==> src/rtl/wb_stage_pkg.sv <==
// Shared CPU definitions: bus widths, active-low enable levels, load-op codes.
// No logic; constants only.
// Imported by the write-back stage and its load aligner.
package wb_stage_pkg;
    localparam int REG_ADDR_W  = 5;
    localparam int WORD_DATA_W = 32;

    // Active-low enable levels used by the register-file write port.
    localparam logic ENABLE_  = 1'b0;
    localparam logic DISABLE_ = 1'b1;

    // Load kinds carried from MEM.
    localparam logic [2:0] LD_NONE = 3'd0;
    localparam logic [2:0] LD_LW   = 3'd1;
    localparam logic [2:0] LD_LH   = 3'd2;
    localparam logic [2:0] LD_LHU  = 3'd3;
    localparam logic [2:0] LD_LB   = 3'd4;
    localparam logic [2:0] LD_LBU  = 3'd5;
endpackage

==> src/rtl/wb_ld_align.sv <==
// Big-endian load aligner: picks word/half/byte from the raw read word and extends it.
// Latency: purely combinational.
// Backpressure: none; the caller decides when the result is captured.
module wb_ld_align
    import wb_stage_pkg::*;
(
    input  logic [WORD_DATA_W-1:0] i_rd_data,
    input  logic [1:0]             i_offset,
    input  logic [2:0]             i_ld_op,
    output logic [WORD_DATA_W-1:0] o_data,
    output logic                   o_misalign
);
    logic [15:0] w_half;
    logic [7:0]  w_byte;

    // Offset 0 is the most significant byte/half of the bus word.
    always_comb begin
        w_half = i_offset[1] ? i_rd_data[15:0] : i_rd_data[31:16];
        case (i_offset)
            2'd0:    w_byte = i_rd_data[31:24];
            2'd1:    w_byte = i_rd_data[23:16];
            2'd2:    w_byte = i_rd_data[15:8];
            default: w_byte = i_rd_data[7:0];
        endcase
    end

    // Extension and alignment check per load kind; unknown codes give 0 and no fault.
    always_comb begin
        o_data     = '0;
        o_misalign = 1'b0;
        case (i_ld_op)
            LD_LW: begin
                o_data     = i_rd_data;
                o_misalign = (i_offset != 2'd0);
            end
            LD_LH: begin
                o_data     = {{16{w_half[15]}}, w_half};
                o_misalign = i_offset[0];
            end
            LD_LHU: begin
                o_data     = {16'h0000, w_half};
                o_misalign = i_offset[0];
            end
            LD_LB:   o_data = {{24{w_byte[7]}}, w_byte};
            LD_LBU:  o_data = {24'h000000, w_byte};
            default: o_data = '0;
        endcase
    end
endmodule

==> src/rtl/wb_stage.sv <==
// Write-back pipeline register feeding the GPR write port, plus forwarding copy and retire counter.
// Latency: 1 cycle from MEM inputs to all outputs; every output is registered.
// Backpressure: stall holds every register (counter included); flush kills the captured instruction.
module wb_stage
    import wb_stage_pkg::*;
#(
    parameter int R0_HARDWIRED = 0,
    parameter int CNT_W        = 32
) (
    input  logic                   clk,
    input  logic                   reset,
    input  logic                   stall,
    input  logic                   flush,
    input  logic                   mem_en,
    input  logic                   mem_gpr_we_,
    input  logic [REG_ADDR_W-1:0]  mem_dst_addr,
    input  logic [WORD_DATA_W-1:0] mem_out,
    input  logic [2:0]             mem_ld_op,
    input  logic [WORD_DATA_W-1:0] mem_rd_data,
    output logic                   gpr_we_,
    output logic [REG_ADDR_W-1:0]  gpr_wr_addr,
    output logic [WORD_DATA_W-1:0] gpr_wr_data,
    output logic                   fwd_en,
    output logic [REG_ADDR_W-1:0]  fwd_addr,
    output logic [WORD_DATA_W-1:0] fwd_data,
    output logic                   wb_misalign,
    output logic [CNT_W-1:0]       retired_cnt
);
    logic                   r_we_;
    logic [REG_ADDR_W-1:0]  r_addr;
    logic [WORD_DATA_W-1:0] r_data;
    logic                   r_misalign;
    logic [CNT_W-1:0]       r_cnt;

    logic [WORD_DATA_W-1:0] w_ld_data;
    logic                   w_ld_misalign;
    logic [WORD_DATA_W-1:0] w_result;
    logic                   w_r0_block;
    logic                   w_write_ok;

    wb_ld_align u_align (
        .i_rd_data  (mem_rd_data),
        .i_offset   (mem_out[1:0]),
        .i_ld_op    (mem_ld_op),
        .o_data     (w_ld_data),
        .o_misalign (w_ld_misalign)
    );

    // Result selection and write qualification for the instruction being captured.
    always_comb begin
        w_result   = (mem_ld_op == LD_NONE) ? mem_out : w_ld_data;
        w_r0_block = (R0_HARDWIRED != 0) && (mem_dst_addr == '0);
        w_write_ok = mem_en && (mem_gpr_we_ == ENABLE_) && !w_ld_misalign && !w_r0_block;
    end

    // Pipeline register and counter: reset > flush > stall > load.
    always_ff @(posedge clk) begin
        if (!reset) begin
            r_we_      <= DISABLE_;
            r_addr     <= '0;
            r_data     <= '0;
            r_misalign <= 1'b0;
            r_cnt      <= '0;
        end else if (flush) begin
            r_we_      <= DISABLE_;
            r_addr     <= '0;
            r_data     <= '0;
            r_misalign <= 1'b0;
        end else if (!stall) begin
            r_we_      <= w_write_ok ? ENABLE_ : DISABLE_;
            r_addr     <= mem_dst_addr;
            r_data     <= w_result;
            r_misalign <= mem_en && w_ld_misalign;
            if (mem_en) begin
                r_cnt <= r_cnt + {{(CNT_W-1){1'b0}}, 1'b1};
            end
        end
    end

    assign gpr_we_     = r_we_;
    assign gpr_wr_addr = r_addr;
    assign gpr_wr_data = r_data;
    assign fwd_en      = (r_we_ == ENABLE_);
    assign fwd_addr    = r_addr;
    assign fwd_data    = r_data;
    assign wb_misalign = r_misalign;
    assign retired_cnt = r_cnt;
endmodule

==> config.mk <==
export PLATFORM = sky130hd
export DESIGN_NAME = wb_stage
export DESIGN_NICKNAME = d
export VERILOG_FILES = /design/src/rtl/wb_stage_pkg.sv /design/src/rtl/wb_ld_align.sv /design/src/rtl/wb_stage.sv
export SDC_FILE = /design/constraint.sdc
export NUM_CORES = 1
export LEC_CHECK = 0
export CORE_UTILIZATION = 47
export CTS_CLUSTER_DIAMETER = 120
export DETAILED_ROUTE_END_ITERATION = 7
export MAX_ROUTING_LAYER = met4
export PLACE_DENSITY = 0.95
export SLEW_MARGIN = 25
export SYNTH_ARGS = -nofsm -noshare
export SYNTH_HDL_FRONTEND = slang
export SYNTH_HIERARCHICAL = 1
export SYNTH_SLANG_ARGS = --single-unit
==> constraint.sdc <==
create_clock -name clk -period 5 [get_ports clk]
set_input_delay 1.5 -clock clk [delete_from_list [all_inputs] [get_ports clk]]
set_output_delay 1.5 -clock clk [all_outputs]
set_load 0.01 [all_outputs]
==> metrics.txt <==
Gate Count Post-Synth=between 500 and 600; HP Start=retired_cnt[27]; period utilization=between 70 and 80%; die width=approximately 100 um; detailed-route via count=~4,500; IO Pins=~190; area grow syn2layout=43.0%; Hold WC Path Type=reg -> reg; RSZ-0062 raised after global routing=no; reg-to-reg slack, setup=~2.6 ns; layout cells sized above 1=between 10% and 20%; EDFF count, synth=0; latest clock arrival within the worst-skew pair=~0.34 ns; number of gates resized after cts=0; Critical Path End Type=flip-flop; Worst R2R Path Depth=5; Clock Tree Buf Depth=2; f_max=approximately 250 MHz; Setup TNS=0 ns; Syn Nets=591; clock skew=between 0.007 and 0.008 ns; Inserted Clock Buffers=9; Hold Buf Count CTS=0; critical path cell sequence=clkdlybuf4s50_1 -> inv_1 -> ha_1 -> nor2b_1 -> a31oi_1 -> o22ai_2 -> o21a_1 -> mux2_2 -> mux2i_1 -> nor2_1; cell row count=35; final core utilization=between 60% and 70%; Reg area=1420 um2; crit path kind=in -> reg; Worst R2R Start=retired_cnt[0]; FILL cells=a little over 700; grt total ovfl=0; worst slew pin tran=0.946 ns; PortBufs=~190; multi-input logic area=between 2000 and 3000 um2; initial antenna violation count=0; Via density=about 5.7; async set-reset flop share out of synthesis=0%; top_reg_cell synth=dfxtp_1; Crit path required time=5.27 ns; synthesized cell area=around 4500 um2; Mapped Avg Cell Area=about 9 um2; Max VDD drop=approximately 120 uV; first drt pass iteration count=5; initial cell density of the core=48.5%; RePlAce Congestion=roughly 0.98; sequential share of the synthesized area=31.7%; Netlist cell types=between 40 and 50; Final setup viols=0; leakage power figure=2.37 nW; Max stage delay on crit path=roughly 0.76 ns; Post-CTS Repair Setup Buffers=0; Power Dens Cells=roughly 220 nW/um2; Max transition margin=a little over a third; GRT Util Overall=29.2%; CTS tree=yes; FF+latch count, synth=71; Routed WL per cell=about 18 um; crit path launch type=input pin; chip height=99.7 um; WHS=between 0.4 and 0.5 ns; hold path cells=2; CTS H-tree depth=3; DRT iter0 DRCs=between 150 and 200; # diodes=0; Arrival @ worst endpoint=about 4.2 ns; Hold EP=retired_cnt[27]; Final Max Slew Viols=0; Die ar.=approximately 9900 um2; Synth Warn #=6; DPL Wire Length=approximately 11 mm; CP max-delay cell=clkdlybuf4s50_1; Hold Vio Cnt, Final=0; Core ar.=between 9000 and 10,000 um2; Max-Cap Viols=0; Root Driver=clkbuf_8; largest net degree at the start of global routing=41; status=complete, no violations; Nets=~730; Clock Sinks=71; number of global-route vias before repair=between 4,000 and 5,000; first-pass GRT wire length=21.9 mm; reg2reg end=retired_cnt[16]; worst-path maximum fanout=16; Routed Antenna Nets=0; Clock Pin Slew Worst Setup and Hold Paths=~0.080 ns; DRT Wirelength=14.2 mm; post-layout min period=about 3.9 ns; DRC errors left=0
## how the worst max path moves through the flow
stage | from | to | slack (ns) | cells past startpoint
floorplan | mem_ld_op[2] | fwd_data[0] | 1.59 | 9
detailed placement | mem_ld_op[2] | fwd_data[26] | 0.81 | 10
CTS | mem_ld_op[2] | fwd_data[26] | 1.16 | 10
finish | mem_ld_op[2] | fwd_data[26] | 1.06 | 10
global route | mem_ld_op[2] | fwd_data[26] | 0.92 | 10
global placement | mem_ld_op[2] | fwd_data[16] | 0.88 | 8
## worst max-delay path: cells and delay by family
kind            cells  cell delay, ns
buf+inv             2            0.90
mux                 2            0.23
fa+ha+maj           1            0.36
simple gates        2            0.27
compound gates      3            0.94
## cell usage after synthesis (7+ instances only)
library cell,count,area (um2)
or4_1,8,60.1
a21oi_1,22,110
clkbuf_1,21,78.8
inv_1,7,26.3
a22oi_1,14,105
mux2i_1,50,500
nand2_1,23,86.3
nand3_1,8,40.0
nor2_1,67,251
o21a_1,25,188
o21ai_0,11,55.1
nand2b_1,9,56.3
buf_4,37,278
mux2_2,45,507
nand4_1,13,81.3
dfxtp_1,71,1420
or3_1,9,56.3
## power breakdown
| group | total (mW) | switching (mW) | internal (mW) |
|---|---|---|---|
| Sequential | 0.579 | 0.00673 | 0.573 |
| Combinational | 0.276 | 0.124 | 0.152 |
| Clock | 0.570 | 0.224 | 0.346 |
## per-stage QoR
step / instance area, um2 / setup slack, ns / instances / total power, mW
after global placement: 6170 / 0.878 / 769 / 0.861
final: 6410 / 1.06 / 785 / 1.43
after floorplan: 4480 / 1.59 / 511 / 0.743
after CTS: 6410 / 1.16 / 785 / 1.43
after global routing: 6410 / 0.917 / 785 / 1.48
after detailed placement: 6170 / 0.812 / 769 / 0.864
## routing by layer
layer | track usage [%] | vias up | share of wire (%)
met1 | 33.7 | 2091 | 40
met2 | 49.5 | 249 | 49
met4 | 12.8 | 0 | 3.6
met3 | 5.20 | 32 | 7.4
li1 | - | 2084 | -
met5 | - | - | 0
## layout make-up
class	instances	share of cell area, %
multi-input combinational	366	41.0
clock buffer	11	2.20
inverter	7	0.410
sequential	71	22.2
clock inverter	5	1.62
tap	129	2.52
timing repair buffer	196	30.1
## cell families (layout without fill, tap and decap cells)
logic type	Yosys count	count (layout)	share of synthesized area, %
flops	71	71	31.7
fa+ha+maj	2	2	0.558
buf+inv	74	219	9.88
compound gates	94	94	14.8
simple gates	166	166	18.7
xor+xnor	8	8	1.56
mux	96	96	22.8
## state kept, by name (all words and copies together) (netlist names)
name and flops:
retired_cnt 32, wb_misalign 1, fwd_data 32, gpr_we_ 1
fwd_addr 5
## cell usage in the layout, fill, tap and decap left out, types with 6 or more instances in the layout
cell and instances:
a21oi_1 22, a22oi_1 14, buf_4 10, clkbuf_8 10
clkdlybuf4s50_1 185, dfxtp_1 71, inv_1 7, mux2_2 45
mux2i_1 50, nand2_1 23, nand2b_1 8, nand3_1 8
nand4_1 13, nor2_1 67, o21a_1 25, o21ai_0 11
o22a_1 6, or3_1 9, or4_1 8, xnor2_1 6
Note: power is estimated with default switching activity, not from simulation.
